$ cat src/rtl/ceespu_fetch.sv
// Instruction fetch stage of the ceespu.
// Issues word fetches to the arbitrated instruction memory port, buffers the
// returned words in a 2-entry FIFO, and presents one instruction per cycle to
// decode. A redirect flushes everything and restarts fetch at the target.
//
// Ports:
//   I_clk, I_rst_n        clock, async active-low reset
//   I_stall               decode stalled: output register holds
//   I_branch/Target       redirect request and word target address
//   O_imem_req/addr       fetch request and word address (combinational)
//   I_imem_gnt            request accepted at this edge
//   I_imem_data           response word, valid the cycle after the grant edge
//   O_instruction/O_PC    instruction and its word address for decode
//   O_valid               1 = real instruction, 0 = bubble
//   O_justBranched        first valid instruction after a redirect
module ceespu_fetch #(
    parameter logic [24:0] RESET_PC = 25'd0,
    parameter logic [31:0] NOP_INSN = 32'h0
) (
    input  logic        I_clk,
    input  logic        I_rst_n,
    input  logic        I_stall,
    input  logic        I_branch,
    input  logic [24:0] I_branchTarget,
    output logic        O_imem_req,
    output logic [24:0] O_imem_addr,
    input  logic        I_imem_gnt,
    input  logic [31:0] I_imem_data,
    output logic [31:0] O_instruction,
    output logic [24:0] O_PC,
    output logic        O_valid,
    output logic        O_justBranched
);

    localparam int unsigned AW    = 25;
    localparam int unsigned DW    = 32;
    localparam int unsigned DEPTH = 2;

    logic [AW-1:0] pc_q, pc_d;
    logic [DW-1:0] fins_q [DEPTH];
    logic [DW-1:0] fins_d [DEPTH];
    logic [AW-1:0] fpc_q  [DEPTH];
    logic [AW-1:0] fpc_d  [DEPTH];
    logic [1:0]    count_q, count_d;
    logic          inflight_q, inflight_d;
    logic          kill_q, kill_d;
    logic [AW-1:0] tag_q, tag_d;
    logic [DW-1:0] insn_q, insn_d;
    logic [AW-1:0] opc_q, opc_d;
    logic          valid_q, valid_d;
    logic          jb_q, jb_d;
    logic          jbp_q, jbp_d;

    logic          xfer;
    logic          resp_live;
    logic          pop, push, bypass;
    logic [1:0]    level;

    // Request only when every outstanding word is guaranteed a FIFO slot.
    assign O_imem_req  = I_rst_n && !I_branch &&
                         ((3'(count_q) + 3'(inflight_q)) < 3'(DEPTH));
    assign O_imem_addr = pc_q;
    assign xfer        = O_imem_req && I_imem_gnt;
    assign resp_live   = inflight_q && !kill_q;

    assign O_instruction  = insn_q;
    assign O_PC           = opc_q;
    assign O_valid        = valid_q;
    assign O_justBranched = jb_q;

    // Next-state: fetch pointer, FIFO (head always in slot 0), output register.
    always_comb begin
        pc_d       = pc_q;
        fins_d     = fins_q;
        fpc_d      = fpc_q;
        count_d    = count_q;
        inflight_d = xfer;
        kill_d     = 1'b0;
        tag_d      = tag_q;
        insn_d     = insn_q;
        opc_d      = opc_q;
        valid_d    = valid_q;
        jb_d       = jb_q;
        jbp_d      = jbp_q;
        pop        = 1'b0;
        push       = 1'b0;
        bypass     = 1'b0;
        level      = count_q;

        if (xfer) begin
            pc_d  = pc_q + AW'(1);
            tag_d = pc_q;
        end

        if (I_branch) begin
            pc_d       = I_branchTarget;
            count_d    = 2'd0;
            kill_d     = inflight_q;
            inflight_d = 1'b0;
            insn_d     = NOP_INSN;
            valid_d    = 1'b0;
            jb_d       = 1'b0;
            jbp_d      = 1'b1;
        end else begin
            if (!I_stall) begin
                if (count_q != 2'd0) begin
                    insn_d  = fins_q[0];
                    opc_d   = fpc_q[0];
                    valid_d = 1'b1;
                    jb_d    = jbp_q;
                    jbp_d   = 1'b0;
                    pop     = 1'b1;
                end else if (resp_live) begin
                    insn_d  = I_imem_data;
                    opc_d   = tag_q;
                    valid_d = 1'b1;
                    jb_d    = jbp_q;
                    jbp_d   = 1'b0;
                    bypass  = 1'b1;
                end else begin
                    insn_d  = NOP_INSN;
                    valid_d = 1'b0;
                    jb_d    = 1'b0;
                end
            end

            push = resp_live && !bypass;

            // Shift on pop, then append behind whatever remains.
            if (pop) begin
                fins_d[0] = fins_q[1];
                fpc_d[0]  = fpc_q[1];
            end
            level = count_q - 2'(pop);
            if (push) begin
                if (level == 2'd0) begin
                    fins_d[0] = I_imem_data;
                    fpc_d[0]  = tag_q;
                end else begin
                    fins_d[1] = I_imem_data;
                    fpc_d[1]  = tag_q;
                end
            end
            count_d = level + 2'(push);
        end
    end

    // State registers.
    always_ff @(posedge I_clk or negedge I_rst_n) begin
        if (!I_rst_n) begin
            pc_q       <= RESET_PC;
            for (int i = 0; i < int'(DEPTH); i++) begin
                fins_q[i] <= '0;
                fpc_q[i]  <= '0;
            end
            count_q    <= 2'd0;
            inflight_q <= 1'b0;
            kill_q     <= 1'b0;
            tag_q      <= '0;
            insn_q     <= NOP_INSN;
            opc_q      <= RESET_PC;
            valid_q    <= 1'b0;
            jb_q       <= 1'b0;
            jbp_q      <= 1'b0;
        end else begin
            pc_q       <= pc_d;
            fins_q     <= fins_d;
            fpc_q      <= fpc_d;
            count_q    <= count_d;
            inflight_q <= inflight_d;
            kill_q     <= kill_d;
            tag_q      <= tag_d;
            insn_q     <= insn_d;
            opc_q      <= opc_d;
            valid_q    <= valid_d;
            jb_q       <= jb_d;
            jbp_q      <= jbp_d;
        end
    end

endmodule

$ cat config.mk
export PLATFORM = sky130hd
export DESIGN_NAME = ceespu_fetch
export DESIGN_NICKNAME = d
export VERILOG_FILES = /design/src/rtl/ceespu_fetch.sv
export SDC_FILE = /design/constraint.sdc
export NUM_CORES = 1
export LEC_CHECK = 0
export CORE_MARGIN = 5
export CORE_UTILIZATION = 45
export CTS_CLUSTER_DIAMETER = 100
export DETAILED_ROUTE_END_ITERATION = 16
export HOLD_SLACK_MARGIN = 0.15
export PLACE_DENSITY = 0.68
export SLEW_MARGIN = 20
export SYNTH_ARGS = -nofsm -noshare
export SYNTH_HDL_FRONTEND = slang
export SYNTH_SLANG_ARGS = --single-unit
$ cat constraint.sdc
create_clock -name I_clk -period 3.7 [get_ports I_clk]
set_clock_uncertainty 0.2 [all_clocks]
set_input_delay 0.74 -clock I_clk [delete_from_list [all_inputs] [get_ports I_clk]]
set_output_delay 0.74 -clock I_clk [all_outputs]
set_load 0.02 [all_outputs]
# Yosys cells after proc, flatten, opt, wreduce, memory -nomap -nowiden
# Index checks and enable logic that the tools add are counted.
# op_classes
eq_ne	1
addsub	4
mux	37
reduce_logical	16
n_lt_le_gt_ge	1
n_bitwise	3
# ops
operator	n
2-to-1 mux 32 bit	7
2-to-1 mux 25 bit	7
2-to-1 mux 64 bit	1
2-to-1 mux 50 bit	1
adder 25 x 1 -> 25 bit, second input constant	1
2-to-1 mux 1 bit	20
AND reduction 3 bit	2
nonzero test 2 bit	3
logical AND 1 bit	5
adder 2 x 1 -> 3 bit	1
zero test 1 bit	3
less-than comparator 3 x 2 -> 1 bit, second input constant	1
inverter 1 bit	3
nonzero test 3 bit	1
adder 2 x 1 -> 2 bit	1
zero test 2 bit	1
2-to-1 mux 2 bit	1
!= test 2 x 1 -> 1 bit, second input constant	1
AND reduction 2 bit	1
subtractor 2 x 1 -> 2 bit	1
# totals
out_inout_bits	85
wordCells	76
regBits	228

# Logic depth before layout (Yosys ltp)
# Gate-level depths: netlist of run 1.
# logic_depth
ltp_word	10
depth_mapped	11
ltp_nobuf	7

# Worst setup path before layout of run 1
# Ideal clock, no wire load.
# synth_timing
path_type	input-to-reg
from	input port I_stall
to	register fins_q[57] (netlist bit)
path_stages	10
t_arrival_ns	2.734
t_required_ns	3.374
path_slack_ns	0.640
n_path_buf	4
setup_ns	0.126
path_cell_list	clkbuf_1 clkbuf_1 nor2_1 ha_1 xnor2_1 nand2_1 o32a_1 buf_2 buf_6 a221o_1
# synth_via
elab_chain_len	6
elab_cells_between_ends	11
# synth_rtl
item	line_no	source
start: declaration	22	input logic I_stall,
2-to-1 mux 1 bit	105	if (!I_stall) begin
2-to-1 mux 1 bit	95	if (I_branch) begin
subtractor 2 x 1 -> 2 bit	134	level = count_q - 2'(pop);
zero test 2 bit	136	if (level == 2'd0) begin
2-to-1 mux 32 bit	136	
2-to-1 mux 64 bit *	135	if (push) begin
end signal: assignment	167	fins_q <= fins_d;
end: declaration	40	logic [DW-1:0] fins_q [DEPTH];
# Mark *: on every way between the ends. The rest lies on a longest branch, timed or not. The select of a mux whose other input is x is not followed.
# A chain may end at the register's enable or synchronous reset.

# Final worst setup path of run 1
# layout_timing
from	register count_q[0]
to	output port O_imem_req
# layout_via
elab_chain_len	3
# layout_rtl
item	line_no	source
start: declaration	44	logic [1:0] count_q, count_d;
start signal: assignment	169	count_q <= count_d;
adder 2 x 1 -> 3 bit	61	((3'(count_q) + 3'(inflight_q)) < 3'(DEPTH));
less-than comparator 3 x 2 -> 1 bit	61	
logical AND 1 bit	60	assign O_imem_req = I_rst_n && !I_branch &&
end: declaration	25	output logic O_imem_req,
# Every way passes these cells.

==> results of run 1 <==
sequential cells by signal (all words and copies together) (netlist names):
| signal | cells |
|---|---|
| fins_q | 64 |
| fpc_q | 50 |
| O_instruction | 32 |
| O_PC | 25 |
| O_imem_addr | 25 |
| tag_q | 25 |
| count_q | 2 |
| O_justBranched | 1 |
| O_valid | 1 |
| inflight_q | 1 |
| jbp_q | 1 |
| kill_q | 1 |
cells by family after synthesis:
group,after synthesis
buf+inv,81
xor+xnor,4
fa+ha+maj,3
mux,83
flops,228
simple gates,309
compound gates,174
cells in the final DEF (no fill, tap or decap), types with 3 or more instances in the layout:
cell type	Yosys	final
sky130_fd_sc_hd__a21o_1	5	5
sky130_fd_sc_hd__a221o_1	61	61
sky130_fd_sc_hd__a221oi_1	33	33
sky130_fd_sc_hd__a22oi_1	4	4
sky130_fd_sc_hd__and2_1	58	58
sky130_fd_sc_hd__buf_12	0	3
sky130_fd_sc_hd__buf_4	3	17
sky130_fd_sc_hd__clkbuf_1	39	4
sky130_fd_sc_hd__clkbuf_16	0	25
sky130_fd_sc_hd__clkbuf_8	0	6
sky130_fd_sc_hd__clkdlybuf4s50_1	0	143
sky130_fd_sc_hd__clkinv_2	0	7
sky130_fd_sc_hd__dfrtp_1	228	228
sky130_fd_sc_hd__ha_1	3	3
sky130_fd_sc_hd__inv_1	13	13
sky130_fd_sc_hd__mux2_2	57	57
sky130_fd_sc_hd__mux2i_1	26	26
sky130_fd_sc_hd__nand2_1	120	120
sky130_fd_sc_hd__nand3_1	13	13
sky130_fd_sc_hd__nand4_1	7	7
sky130_fd_sc_hd__nor2_1	5	3
sky130_fd_sc_hd__nor2b_1	36	36
sky130_fd_sc_hd__nor3_1	43	42
sky130_fd_sc_hd__nor4_1	4	4
sky130_fd_sc_hd__o211ai_1	6	6
sky130_fd_sc_hd__o21ai_0	35	35
sky130_fd_sc_hd__o311ai_0	9	9
sky130_fd_sc_hd__o311ai_1	7	7
sky130_fd_sc_hd__or3_1	4	4
sky130_fd_sc_hd__or4_1	5	5
sky130_fd_sc_hd__xnor2_1	3	3
Yosys cell counts (3+ instances only):
| cell | instances |
|---|---|
| sky130_fd_sc_hd__nand2_1 | 120 |
| sky130_fd_sc_hd__nand3_1 | 13 |
| sky130_fd_sc_hd__buf_6 | 4 |
| sky130_fd_sc_hd__or3_1 | 4 |
| sky130_fd_sc_hd__mux2i_1 | 26 |
| sky130_fd_sc_hd__o311ai_1 | 7 |
| sky130_fd_sc_hd__nor3_1 | 43 |
| sky130_fd_sc_hd__ha_1 | 3 |
| sky130_fd_sc_hd__a22oi_1 | 4 |
| sky130_fd_sc_hd__xnor2_1 | 3 |
| sky130_fd_sc_hd__nor4_1 | 4 |
| sky130_fd_sc_hd__clkbuf_1 | 39 |
| sky130_fd_sc_hd__or4_1 | 5 |
| sky130_fd_sc_hd__inv_1 | 13 |
| sky130_fd_sc_hd__o21ai_0 | 35 |
| sky130_fd_sc_hd__o211ai_1 | 6 |
| sky130_fd_sc_hd__nor2b_1 | 36 |
| sky130_fd_sc_hd__buf_4 | 3 |
| sky130_fd_sc_hd__buf_2 | 21 |
| sky130_fd_sc_hd__a221oi_1 | 33 |
| sky130_fd_sc_hd__o311ai_0 | 9 |
| sky130_fd_sc_hd__nor2_1 | 5 |
| sky130_fd_sc_hd__a221o_1 | 61 |
| sky130_fd_sc_hd__mux2_2 | 57 |
| sky130_fd_sc_hd__dfrtp_1 | 228 |
| sky130_fd_sc_hd__and2_1 | 58 |
| sky130_fd_sc_hd__a21o_1 | 5 |
| sky130_fd_sc_hd__nand4_1 | 7 |
metrics by stage:
step	utilization	total power [uW]	area [sq um]
floorplan	-	5310	10100
detailed placement	0.537	6340	11800
CTS	0.574	8830	12600
global route	0.575	9260	12600
finish	0.575	8750	12600
global placement	0.537	6260	11800
layer usage:
layer  vias to the layer above  wire length [um]  part of all wire  global-route usage
li1                       3500                 -                 -                   -
met3                        43              1170             0.046              0.0289
met4                         0               596             0.023              0.0504
met5                         -                 0                 0                   0
met1                      3729             12100              0.47               0.288
met2                       235             11900              0.46               0.322
power by group:
group | internal (uW) | switching [uW]
logic | 1210 | 1320
clock network | 1490 | 970
registers | 3240 | 520
cell type report:
type,instances,area [sq um]
repair buffers,167,1660
multi-input cells,573,4060
flip-flops and latches,228,5710
inverters,13,48.8
clock inverters,9,95.1
well taps,280,350
clock buffers,35,723
fillers,1809,9320
final timing paths:
| path | from | end | slack, ps | cells past startpoint |
|---|---|---|---|---|
| min in group I_clk | O_justBranched | O_justBranched | 280 | 2 |
| worst min-delay path | I_rst_n | tag_q[9] | 270 | 2 |
| worst min register to register | O_justBranched | O_justBranched | 280 | 2 |
| worst max register to register | count_q[0] | fins_q[46] | 870 | 8 |
| worst max-delay path | count_q[0] | O_imem_req | 590 | 3 |
| max in group asynchronous | I_rst_n | O_imem_addr[12] | 1750 | 4 |
==> flow_summary.rst, run 1 <==
.. list-table::
   :header-rows: 1

   * - Metric
     - Value
   * - Detail Route Antenna Nets
     - 0
   * - Number of buffers on the longest clock path
     - 3
   * - Cell at the root of the clock tree
     - sky130_fd_sc_hd__clkbuf_16
   * - Post-DR vias/cell
     - 5.75
   * - Main combinational cell family by area after synthesis
     - simple AND/OR/NAND/NOR gates
   * - Critical Path Max Stage Delay
     - approximately 660 ps
   * - CTS Hold Bufs
     - 0
   * - Power per cell area
     - ~690 nW/um^2
   * - Source-to-sink clock delay at the later pin of the worst-skew pair
     - between 500 and 600 ps
   * - TritonCTS Buffers
     - 24
   * - Fraction of layout cells with a size suffix above 1
     - 0.131
   * - Average footprint of a synthesized cell
     - about 11 sq um
   * - TritonCTS clock tree
     - built
   * - Detailed router's first-iteration violation count
     - between 500 and 600
   * - # diodes
     - 0
   * - Family of cells with the greatest summed delay on the critical path
     - buffers and inverters
   * - RSZ-0062 raised after global routing
     - false
   * - HPWL after DPL
     - ~16 mm
   * - Mapped Cells
     - 882
   * - Final worst-path cycle share
     - 0.840
   * - Post-CTS setup buffers
     - 0
   * - Share of synthesized cell area in full adder, half adder and majority cells
     - 0.00372
   * - Maximum number of pins on one net before global-route repair
     - 79
   * - Status
     - complete, no violations
   * - Mapped Area
     - around 10,000 sq um
   * - Final setup slack of the worst path
     - a little under 600 ps
   * - Data required time of the critical path
     - approximately 2800 ps
   * - Count of yosys warnings during synthesis
     - 0
   * - Largest fanout on the critical path
     - 8
   * - Least-Margin Pin Slew
     - 998 ps
   * - Cells resized by post-CTS repair
     - 0
   * - Classification of the worst-slack hold path
     - in2async
   * - Layout Nets
     - ~1,100
   * - Post-detailed-route DRC marker count
     - 0
   * - Die Span X
     - about 160 um
   * - EDFF count, synth
     - 0
   * - Clock Sink Count
     - between 200 and 250
   * - Final-report setup violation count
     - 0
   * - Compound-Gate Fraction of Synth Area
     - 0.143
   * - H-tree lvl count
     - 1
   * - FP Rows
     - between 50 and 60
   * - Number of antenna violations at the first check in global routing
     - 0
   * - Port-buffer cells
     - ~150
   * - Data arrival time of the critical path
     - about 2200 ps
   * - Crit-path cells
     - a21bo_2 -> nor3_1 -> clkdlybuf4s50_1
   * - Die height
     - 160 um
   * - Number of global-route vias before repair
     - slightly below 8,000
   * - Leakage power figure
     - roughly 0.0057 uW
   * - Kind of end point of the critical path
     - output pin
   * - Xor/xnor share of the synthesized area
     - 0.00347
   * - Final non-filler cell total
     - ~1,300
   * - Share of flip-flops with an asynchronous set or reset
     - 1.00
   * - Max-capacitance violation count
     - 0
   * - Post-route setup TNS
     - 0 ps
   * - GR Util All Layers
     - 0.200
   * - Critical path's slowest cell
     - sky130_fd_sc_hd__clkdlybuf4s50_1
   * - Routability congestion estimate
     - about 0.9
   * - Worst supply voltage drop on vdd
     - about 0.46 mV
   * - Fmax achieved
     - 322 MHz
   * - Mean routed wirelength per cell
     - around 20 um
   * - Library cell with the largest summed area after synthesis
     - sky130_fd_sc_hd__dfrtp_1
   * - Share of the synthesized area in the top cell type
     - 0.565
   * - Dominant synthesized flop cell
     - sky130_fd_sc_hd__dfrtp_1
   * - Worst Path Class, Setup
     - reg2out
   * - Final Slew Violations
     - 0
   * - Launching element type of the critical path
     - flop
   * - Post-Place Cells
     - 1,260
   * - Relative slew slack
     - 0.334
   * - Seq/Total Area, Yosys
     - 0.565
   * - Number of nets produced by synthesis
     - between 900 and 1,000
   * - Number of primary I/O pins
     - 147
   * - Min Tclk post-route
     - 3110 ps
   * - Reg clk slew, reported paths
     - about 70 ps
   * - Simple-gate portion of the synthesized area
     - 0.159
   * - Buffers & Inverters on Critical Path
     - 1
   * - Total number of vias
     - 7,507
   * - Number of library cell types mapped by synthesis
     - 52
   * - Largest cells by area after synthesis
     - sky130_fd_sc_hd__dfrtp_1, sky130_fd_sc_hd__mux2_2, sky130_fd_sc_hd__a221o_1
   * - Syn-to-layout area delta
     - 25.2%
   * - Share of cell area taken by muxes after synthesis
     - 0.0894
   * - Floorplan core area
     - roughly 22,000 sq um
   * - Total congestion overflow after global routing
     - 0
   * - Area enclosed by the die boundary
     - about 26,000 sq um
   * - Final hold vios
     - 0
   * - Worst Hold Margin
     - approximately 270 ps
   * - Post-placement setup slack
     - roughly 580 ps
   * - First-pass GRT wire length
     - approximately 42 mm
   * - Total iterations of the first detailed-routing run
     - 5
   * - Flop and latch count out of synthesis
     - 228
   * - Total wirelength of the detailed-routed design
     - approximately 26 mm
   * - Initial Util
     - 0.460
Note: power is estimated with default switching activity, not from simulation.
==> run 2: changes to the inputs <==
--- a/config.mk
+++ b/config.mk
@@ -10,7 +10,7 @@
 export CTS_CLUSTER_DIAMETER = 100
 export DETAILED_ROUTE_END_ITERATION = 16
 export HOLD_SLACK_MARGIN = 0.15
-export PLACE_DENSITY = 0.68
+export PLACE_DENSITY = 0.71
 export SLEW_MARGIN = 20
 export SYNTH_ARGS = -nofsm -noshare
 export SYNTH_HDL_FRONTEND = slang
==> constraint.sdc (replaced) <==
create_clock -name I_clk -period 2.6 [get_ports I_clk]
set_clock_uncertainty 0.2 [all_clocks]
set_input_delay 0.52 -clock I_clk [delete_from_list [all_inputs] [get_ports I_clk]]
set_output_delay 0.52 -clock I_clk [all_outputs]
set_load 0.02 [all_outputs]
==> flow_summary.rst, run 2 (synthesized netlist as in run 1, its figures left out) <==
.. list-table::
   :header-rows: 1

   * - Metric
     - Value
   * - H-tree lvl count
     - 1
   * - Min Tclk post-route
     - approximately 2500 ps
   * - Final Cell Area
     - around 13,000 sq um
   * - Source-to-sink clock delay at the later pin of the worst-skew pair
     - 500 ps
   * - Number of buffers on the longest clock path
     - 3
   * - Largest register FFs
     - 64
   * - Fraction of layout cells with a size suffix above 1
     - 0.145
   * - Total congestion overflow after global routing
     - 0
   * - Kind of end point of the critical path
     - flop
   * - Routability congestion estimate
     - between 0.8 and 0.9
   * - Port-buffer cells
     - 146
   * - Mean routed wirelength per cell
     - 19.2 um
   * - Worst setup path startpoint
     - count_q[0]
   * - Initial Util
     - 0.460
   * - GR Util All Layers
     - 0.200
   * - Final worst-path cycle share
     - 0.953
   * - DP Area
     - 12,000 sq um
   * - Final setup slack of the worst path
     - 123 ps
   * - Detailed router's first-iteration violation count
     - ~560
   * - Total wirelength of the detailed-routed design
     - around 25 mm
   * - Post-route setup TNS
     - 0 ps
   * - Clock Sink Count
     - between 200 and 250
   * - Register name with the most flops
     - fins_q
   * - Share of the core filled with cells
     - 0.583
   * - Maximum number of pins on one net before global-route repair
     - between 150 and 200
   * - FP Rows
     - 54
   * - Total iterations of the first detailed-routing run
     - 5
   * - Classification of the worst-slack hold path
     - reg2reg
   * - Total number of vias
     - 7,530
   * - Data required time of the critical path
     - about 2800 ps
   * - Die Span X
     - roughly 160 um
   * - Most common cell after layout, fill and taps aside
     - sky130_fd_sc_hd__dfrtp_1
   * - Final Slew Violations
     - 0
   * - Number of antenna violations at the first check in global routing
     - 1
   * - Hold Crit Depth
     - 2
   * - Layout Nets
     - roughly 1,100
   * - First-pass GRT wire length
     - approximately 43 mm
   * - Leakage power figure
     - a little under 0.006 uW
   * - Final-report setup violation count
     - 0
   * - Least-Margin Pin Slew
     - approximately 900 ps
   * - Detail Route Antenna Nets
     - 0
   * - Post-DR vias/cell
     - approximately 5.7
   * - Reg clk slew, reported paths
     - roughly 60 ps
   * - Launching point of the worst reg2reg path
     - count_q[0]
   * - Power consumption
     - between 10,000 and 15,000 uW
   * - Relative slew slack
     - 0.388
   * - CP endpoint
     - fpc_q[48]
   * - Worst supply voltage drop on vdd
     - 0.412 mV
   * - Number of global-route vias before repair
     - 7,834
   * - Status
     - complete, no violations
   * - Data arrival time of the critical path
     - 2660 ps
   * - Worst Path Class, Setup
     - reg2reg
   * - Number of cells on the worst reg-to-reg path
     - 8
   * - Most frequent cells in the layout
     - sky130_fd_sc_hd__dfrtp_1, sky130_fd_sc_hd__clkdlybuf4s50_1, sky130_fd_sc_hd__nand2_1
   * - TritonCTS Buffers
     - 24
   * - Max-capacitance violation count
     - 0
   * - Floorplan core area
     - 22,000 sq um
   * - Number of primary I/O pins
     - roughly 150
   * - Register-to-register setup slack
     - approximately 120 ps
   * - Cell at the root of the clock tree
     - sky130_fd_sc_hd__clkbuf_16
   * - HPWL after DPL
     - roughly 17 mm
   * - Capture instance of the worst register-to-register path
     - fpc_q[48]
   * - TritonCTS clock tree
     - built
   * - Launching element type of the critical path
     - flop
   * - Die height
     - roughly 160 um
   * - Area enclosed by the die boundary
     - ~26,000 sq um
   * - Power per cell area
     - 976 nW/um^2
   * - Largest fanout on the critical path
     - 17
   * - Final hold vios
     - 0
   * - Post-detailed-route DRC marker count
     - 0
   * - Syn-to-layout area delta
     - 26.7%
   * - Fill cell total of the finished layout
     - 1,788
   * - Post-placement setup slack
     - -59.4 ps
   * - Fmax achieved
     - a little over 400 MHz
## run 2: final cells by class
type | count | area (sq um) | area share
antenna | 1 | 2.50 | 0.000196
clock buffer | 34 | 709 | 0.0554
clock inverter | 9 | 97.6 | 0.00763
inverter | 13 | 48.8 | 0.00381
multi-input combinational | 573 | 4060 | 0.318
sequential | 228 | 5710 | 0.446
tap | 280 | 350 | 0.0274
timing repair buffer | 185 | 1820 | 0.142
## run 2: worst min-delay path by stage
stage / start / slack, ps / end
2_1_floorplan: I_rst_n / 20 / O_PC[0]
3_3_place_gp: O_PC[20] / 260 / O_PC[20]
3_5_place_dp: O_PC[17] / 270 / O_PC[17]
4_1_cts: I_branch / 270 / count_q[1]
5_1_grt: I_branch / 290 / count_q[1]
6_report: O_PC[17] / 280 / O_PC[17]
## run 2: critical path, cell delays in order (launching register included)
cell                      delay (ps)
sky130_fd_sc_hd__dfrtp_1         460
sky130_fd_sc_hd__nor2_4          140
sky130_fd_sc_hd__nor2_1           40
sky130_fd_sc_hd__ha_1            200
sky130_fd_sc_hd__xnor2_2         260
sky130_fd_sc_hd__nand2_1         150
sky130_fd_sc_hd__o32a_2          380
sky130_fd_sc_hd__buf_4           210
sky130_fd_sc_hd__a221o_1         310
## run 2: per-layer routing
metal / up-vias / routed length, um / GRT usage
met2: 234 / 11700 / 0.317
met5: - / 0 / 0
met4: 0 / 529 / 0.0532
met1: 3739 / 11700 / 0.291
li1: 3524 / - / -
met3: 33 / 1430 / 0.0304
## run 2: power by group
group          internal [uW]  switching [uW]  leakage, uW
sequential              4610             722      0.00298
combinational           1810            1890      0.00245
clock                   2090            1360     0.000401
total                   8500            3980      0.00584
## run 2: timing repair
item	in CTS	in global routing
resized for setup	1	1
setup endpoints to repair	1	58
setup buffers	0	1
endpoints found under the hold margin	171	0
pin swaps	0	1
hold buffers	1	0
## run 2: stage by stage
step | hold WS, ps | instances
after floorplan | 24.4 | 882
after global placement | 263 | 1277
after detailed placement | 271 | 1277
after CTS | 273 | 1321
after global routing | 293 | 1323
final | 276 | 1323
